[config.mk]
export PLATFORM = sky130hd
export DESIGN_NAME = hazard_control_unit
export DESIGN_NICKNAME = d
export VERILOG_FILES = /design/src/rtl/hazard_control_unit.sv
export SDC_FILE = /design/constraint.sdc
export NUM_CORES = 1
export LEC_CHECK = 0
export CORE_MARGIN = 1.5
export CORE_UTILIZATION = 41
export CTS_CLUSTER_DIAMETER = 40
export DETAILED_ROUTE_END_ITERATION = 7
export PLACE_DENSITY = 0.77
export SYNTH_ARGS = -nofsm -noshare
export SYNTH_HDL_FRONTEND = slang
export SYNTH_SLANG_ARGS = --single-unit
[constraint.sdc]
create_clock -name clk -period 2.2 [get_ports clk]
set_input_delay 0.44 -clock clk [delete_from_list [all_inputs] [get_ports clk]]
set_output_delay 0.44 -clock clk [all_outputs]
set_load 0.02 [all_outputs]
[src/rtl/hazard_control_unit.sv]
// hazard_control_unit: pipeline fill counter plus stall/bubble/flush sequencing; HAZARD_PERF_CNT_EN adds perf counters
module hazard_control_unit #(
   parameter logic [2:0] FILL_DEPTH   = 3'd4,
   parameter int         FLUSH_CYCLES = 2
) (
   input  logic       clk,
   input  logic       rst,
   input  logic       idex_memread,
   input  logic [4:0] idex_rd,
   input  logic [4:0] ifid_rs1,
   input  logic [4:0] ifid_rs2,
   input  logic       ifid_uses_rs2,
   input  logic       mispredict,
   input  logic       mem_wait,
   output logic       pc_write,
   output logic       ifid_write,
   output logic       ifid_flush,
   output logic       idex_bubble,
   output logic [2:0] pcsrc_counter,
   output logic       busy
`ifdef HAZARD_PERF_CNT_EN
   ,
   output logic [31:0] stall_count,
   output logic [31:0] flush_count
`endif
);
   typedef enum logic [1:0] {RUN, FLUSH, HOLD} state_t;
   state_t     state, state_nxt;
   logic [2:0] flush_cnt, flush_cnt_nxt, cnt_nxt;
   logic       lu_stalled, load_use, stall_now, flush_take;
   assign load_use = idex_memread & (idex_rd != 5'd0) &
                     ((idex_rd == ifid_rs1) | (ifid_uses_rs2 & (idex_rd == ifid_rs2)));
   assign busy = (state != RUN);
   // next state, counters and pipeline enables; priority mem_wait > mispredict > load_use
   always_comb begin
      state_nxt     = state;
      flush_cnt_nxt = flush_cnt;
      cnt_nxt       = pcsrc_counter;
      pc_write      = 1'b1;
      ifid_write    = 1'b1;
      ifid_flush    = 1'b0;
      idex_bubble   = 1'b0;
      stall_now     = 1'b0;
      flush_take    = 1'b0;
      case (state)
         RUN: begin
            if (mem_wait) begin
               state_nxt  = HOLD;
               pc_write   = 1'b0;
               ifid_write = 1'b0;
            end else if (mispredict) begin
               state_nxt     = FLUSH;
               flush_take    = 1'b1;
               ifid_flush    = 1'b1;
               idex_bubble   = 1'b1;
               flush_cnt_nxt = 3'(FLUSH_CYCLES - 1);
               cnt_nxt       = 3'd0;
            end else if (load_use && !lu_stalled) begin
               stall_now   = 1'b1;
               pc_write    = 1'b0;
               ifid_write  = 1'b0;
               idex_bubble = 1'b1;
            end else begin
               cnt_nxt = (pcsrc_counter >= FILL_DEPTH) ? FILL_DEPTH : pcsrc_counter + 3'd1;
            end
         end
         FLUSH: begin
            ifid_flush  = 1'b1;
            idex_bubble = 1'b1;
            if (mem_wait) begin
               pc_write   = 1'b0;
               ifid_write = 1'b0;
            end else if (flush_cnt == 3'd0) begin
               state_nxt = RUN;
            end else begin
               flush_cnt_nxt = flush_cnt - 3'd1;
            end
         end
         HOLD: begin
            pc_write   = 1'b0;
            ifid_write = 1'b0;
            state_nxt  = mem_wait ? HOLD : RUN;
         end
         default: state_nxt = RUN;
      endcase
   end
   // state register; lu_stalled keeps a lingering load-use from bubbling twice
   always_ff @(posedge clk) begin
      if (rst) begin
         state         <= RUN;
         flush_cnt     <= 3'd0;
         pcsrc_counter <= 3'd0;
         lu_stalled    <= 1'b0;
      end else begin
         state         <= state_nxt;
         flush_cnt     <= flush_cnt_nxt;
         pcsrc_counter <= cnt_nxt;
         lu_stalled    <= stall_now;
      end
   end
`ifdef HAZARD_PERF_CNT_EN
   // free-running event counters, wrap naturally at 2^32
   always_ff @(posedge clk) begin
      if (rst) begin
         stall_count <= 32'd0;
         flush_count <= 32'd0;
      end else begin
         stall_count <= stall_count + {31'd0, stall_now};
         flush_count <= flush_count + {31'd0, flush_take};
      end
   end
`endif
endmodule

# --- After elaboration in Yosys (flattened, before gate mapping) ---
# Index checks and enable logic that the tools add are counted.
word_totals:
  output_inout_bits: 8
  ff_bits: 9
classes:
  eq_ne: 11
  n_reduce_logical: 11
  addsub: 2
  mux: 26
  n_bitwise: 6
  magnitude_cmp: 1
op_table:
  columns: ["operator", "count"]
  rows:
  - ["2-to-1 mux 3 bit", 7]
  - ["!= test 2 bit, second input constant", 6]
  - ["== test 5 bit", 2]
  - ["2-to-1 mux 2 bit", 5]
  - ["2-to-1 mux 1 bit", 9]
  - ["one-hot mux 2 bit (3 select lines)", 1]
  - ["one-hot mux 3 bit (2 select lines)", 1]
  - ["AND reduction 3 bit", 2]
  - ["AND reduction 5 bit", 1]
  - ["nonzero test 5 bit", 1]
  - ["one-hot mux 1 bit (2 select lines)", 2]
  - ["nonzero test 2 bit", 2]
  - ["OR reduction 4 bit", 1]
  - ["adder 3 x 1 -> 3 bit, second input constant", 1]
  - ["AND 1 bit", 3]
  - [">= comparator 3 bit, second input constant", 1]
  - ["logical NOT 3 bit", 1]
  - ["!= test 3 bit, second input constant", 1]
  - ["one-hot mux 1 bit (3 select lines)", 1]
  - ["subtractor 3 x 1 -> 3 bit, second input constant", 1]
  - ["== test 2 x 1 -> 1 bit, second input constant", 1]
  - ["== test 2 bit, second input constant", 1]
  - ["logical NOT 2 bit", 1]
  - ["inverter 1 bit", 2]
  - ["other kinds (3)", 3]

# --- Longest topological paths before layout ---
logic_depth:
  word_depth: 9
  depth_mapped: 7
  depth_no_buf: 7

# --- Worst setup path before layout ---
# No wires, ideal clock.
synth_path:
  path_type: "input to output"
  from: "input port idex_rd[1]"
  to: "output port pc_write"
  n_path_buf: 1
  arrival_ns: 2.008
  cell_stages: 5
  slack_ns: -0.248
  cell_sequence: "or4_2 -> o21ai_2 -> nor2_1 -> a21oi_1 -> buf_4"
synth_via:
  elab_chain_cells: 9
synth_rtl:
  columns: ["element", "line", "source"]
  rows:
  - ["start: declaration", "9", "input logic [4:0] idex_rd,"]
  - ["== test 5 bit", "32", "((idex_rd == ifid_rs1) | (ifid_uses_rs2 & (idex_rd == ifid_rs2)));"]
  - ["AND 1 bit", "32", null]
  - ["OR 1 bit", "32", null]
  - ["AND 1 bit (*)", "31", "assign load_use = idex_memread & (idex_rd != 5'd0) &"]
  - ["logical AND 1 bit (*)", "58", "end else if (load_use && !lu_stalled) begin"]
  - ["2-to-1 mux 1 bit (*) (3 in a row)", null, null]
  - ["one-hot mux 1 bit (3 select lines) (*)", null, null]
  - ["end: declaration", "15", "output logic pc_write,"]
# Mark *: on every way between the ends. The rest lies on a longest branch, timed or not.

# --- Final worst setup path ---
layout_path:
  from: "input port ifid_rs2[3]"
  to: "output port idex_bubble"
layout_via:
  elab_chain_cells: 9
layout_rtl:
  columns: ["element", "line", "source"]
  rows:
  - ["start: declaration", "11", "input logic [4:0] ifid_rs2,"]
  - ["== test 5 bit", "32", null]
  - ["AND 1 bit", "32", null]
  - ["OR 1 bit", "32", null]
  - ["AND 1 bit", "31", null]
  - ["logical AND 1 bit", "58", null]
  - ["2-to-1 mux 1 bit", "58", null]
  - ["2-to-1 mux 1 bit", "51", "end else if (mispredict) begin"]
  - ["2-to-1 mux 1 bit", "47", "if (mem_wait) begin"]
  - ["one-hot mux 1 bit (2 select lines)", "45", "case (state)"]
  - ["end: declaration", "18", "output logic idex_bubble,"]
# Every way passes these cells.

==> out/results.txt <==
Pre-antenna DRT Iters -> 6
Htree depth -> 1
Crit path launch type -> input port
Main synth FF type -> dfxtp_1
Flops & latches, synth -> 9
Final worst slack -> 29.6 ps
Sw frac -> 0.309
Area Overhead vs Synth -> 62.5%
GRT Resource Usage Total -> 0.215
Cells taking the most area after synthesis -> dfxtp_1 26%, xor2_1 13%, ha_1 7.2%, nor2_1 5.9%, inv_1 3.8%
Final period util -> 0.987
Synth cell types -> 36
FFs w/ async S/R, synth -> 0
Initial Utilization -> 0.452
Post-Syn Instances -> 85
Pre-CTS setup slack -> -808 ps
Status -> finished clean
Setup TNS -> 0 ps
Headroom to the max-slew limit -> 0.728
Clock buffer depth -> 2
P_sw -> 150 uW
Die area -> 1960 um^2
Most common cell in the netlist -> nor2_1
Placed cells -> 140
Int Pwr -> 336 uW
Hold Path Class -> reg -> reg
Setup violations, final -> 0
Die Width -> 44.2 um
Hold buffer count at cts -> 0
Drt initial violations -> 7
Pin count of the biggest net entering global routing -> 9
Portion of total power attributed to sequential cells -> 0.362
DRC viols -> 0
Critical path data required time -> 1760 ps
Unrepaired setup endpoints after global routing -> yes
Mapped Avg Cell Area -> 8.20 um^2
Final hold vios -> 0
Critical Path Fanout Max -> 2
Vias in the first global route -> 793
Final nets -> 154
I/O Pins -> 29
Die height -> 44.2 um
Critical path class -> in -> out
Clk Latency, worst-skew pair -> 260 ps
Initial antenna violation count -> 0
WL final -> 1760 um
Yosys top cell area share -> 0.259
Pins Over Slew Limit -> 0
Area leader, netlist -> dfxtp_1
Final Core Density -> 0.735
YS warnings -> 0
Crit path DAT -> 1730 ps
Post-Layout Cell Count -> 144
Port bufs -> 28
Share of layout cells above drive strength 1 -> 0.352
Clock Power Share -> 0.263
Worst-path clk slew -> 60 ps
Worst VDD drop -> 357 uV
Hold slack -> 477 ps
Core Footprint -> 1540 um^2
Post-synth design cell area -> 697 um^2
Routability Congestion -> 0.760
Wire length per cell -> 12.2 um
Hpwl dp -> 1450 um
Leak -> 0.000505 uW
CP Capture Type -> output port
CTS tree -> built
Post-route clock skew -> 2.61 ps
CTS root buf -> clkbuf_4
Number of diodes -> 0
Vias -> 756
Clock Sink Count -> 9
Slew @ Worst Pin -> 405 ps
Vias per cell -> 5.25
Max-cap violation count -> 0
Seq/Total Area, Yosys -> 0.259
Post-DRT Antenna Nets -> 0
Num CTS Buffers -> 3
Global route overflow -> 0
Rows -> 14
First-pass GRT wire length -> 3110 um
Number of enable flip-flop cells after synthesis -> 0
Achievable Freq -> 461 MHz
Part of the power in combinational logic -> 0.375
Layout filler cell count -> 126
Mapped Nets -> 110
Pwr dens -> 429 nW/um^2
Post-synth top cells -> 11 x nor2_1, 10 x xor2_1, 9 x dfxtp_1, 7 x inv_1, 5 x nor3_1
Fin crit period -> 2170 ps
-- what timing repair did --
| action | in CTS | in global routing |
|---|---|---|
| hold endpoints to repair | 0 | 0 |
| setup buffers | 1 | 0 |
| endpoints found under the setup margin | 4 | 3 |
| pin swaps | 13 | 9 |
| gates resized for setup | 43 | 18 |
-- path summary, 6_finish.rpt --
path / start / endpoint / slack, ps / cells past startpoint
worst max-delay path: ifid_rs2[3] / idex_bubble / 30 / 7
worst min register to register: pcsrc_counter[2]$_SDFFE_PP0P_ / pcsrc_counter[2]$_SDFFE_PP0P_ / 480 / 2
worst max register to register: flush_cnt[0]$_SDFFE_PP0P_ / flush_cnt[2]$_SDFFE_PP0P_ / 550 / 8
worst min-delay path: pcsrc_counter[2]$_SDFFE_PP0P_ / pcsrc_counter[2]$_SDFFE_PP0P_ / 480 / 2
-- area by class of cell --
type / instances / area [um^2] / area share
clock buffer: 4 / 26.3 / 0.0232
inverter: 7 / 26.3 / 0.0232
multi-input combinational: 64 / 509 / 0.450
sequential: 9 / 180 / 0.159
tap: 16 / 20.0 / 0.0177
timing repair buffer: 44 / 370 / 0.327
-- worst max-delay path, cell delays in order --
cell and delay [ps]:
clkbuf_2 100, xor2_2 170, nor4_2 290, a32oi_2 150, or2_1 260, a22oi_2 150, buf_4 160
-- cells in the final DEF, fill, tap and decap left out, types with 4 or more instances in the layout --
cell type and n:
buf_4 18, nor2_1 10, xor2_1 9, dfxtp_1 9, clkdlybuf4s50_1 9, inv_1 7, dlygate4sd2_1 6, nor3_1 5
ha_1 4, clkbuf_2 4
-- stage by stage --
step	area, um^2	power (uW)
CTS	1120	485
global route	1130	515
detailed placement	1110	366
finish	1130	486
global placement	1110	362
floorplan	711	269
-- kinds of logic after synthesis --
| group | count (synthesis) | share of synthesized area |
|---|---|---|
| AND/OR/NAND/NOR | 30 | 0.221 |
| buffers and inverters | 12 | 0.0736 |
| flip-flops | 9 | 0.259 |
| adder cells (fa/ha/maj) | 4 | 0.0718 |
| XOR/XNOR | 11 | 0.138 |
| AO/OA/AOI/OAI | 16 | 0.192 |
| multiplexers | 3 | 0.0449 |
-- routing by layer --
metal | global-route usage | wire length (um)
met1 | 0.224 | 667
met2 | 0.415 | 944
met3 | 0.0245 | 117
met4 | 0.109 | 34
met5 | 0 | 0
-- power by group through the flow --
stage | Sequential [uW] | Combinational [uW] | Clock (uW)
6_report | 176 | 182 | 128
5_1_grt | 177 | 198 | 140
4_1_cts | 176 | 177 | 132
3_5_place_dp | 180 | 187 | 0
3_3_place_gp | 179 | 183 | 0
2_1_floorplan | 180 | 89.6 | 0
-- flip-flops by register name, summed over array words and instances, names as in the netlist --
| signal | count |
|---|---|
| state | 2 |
| lu_stalled | 1 |
| flush_cnt | 3 |
| pcsrc_counter | 3 |
Power figures use the tool's default switching activity.
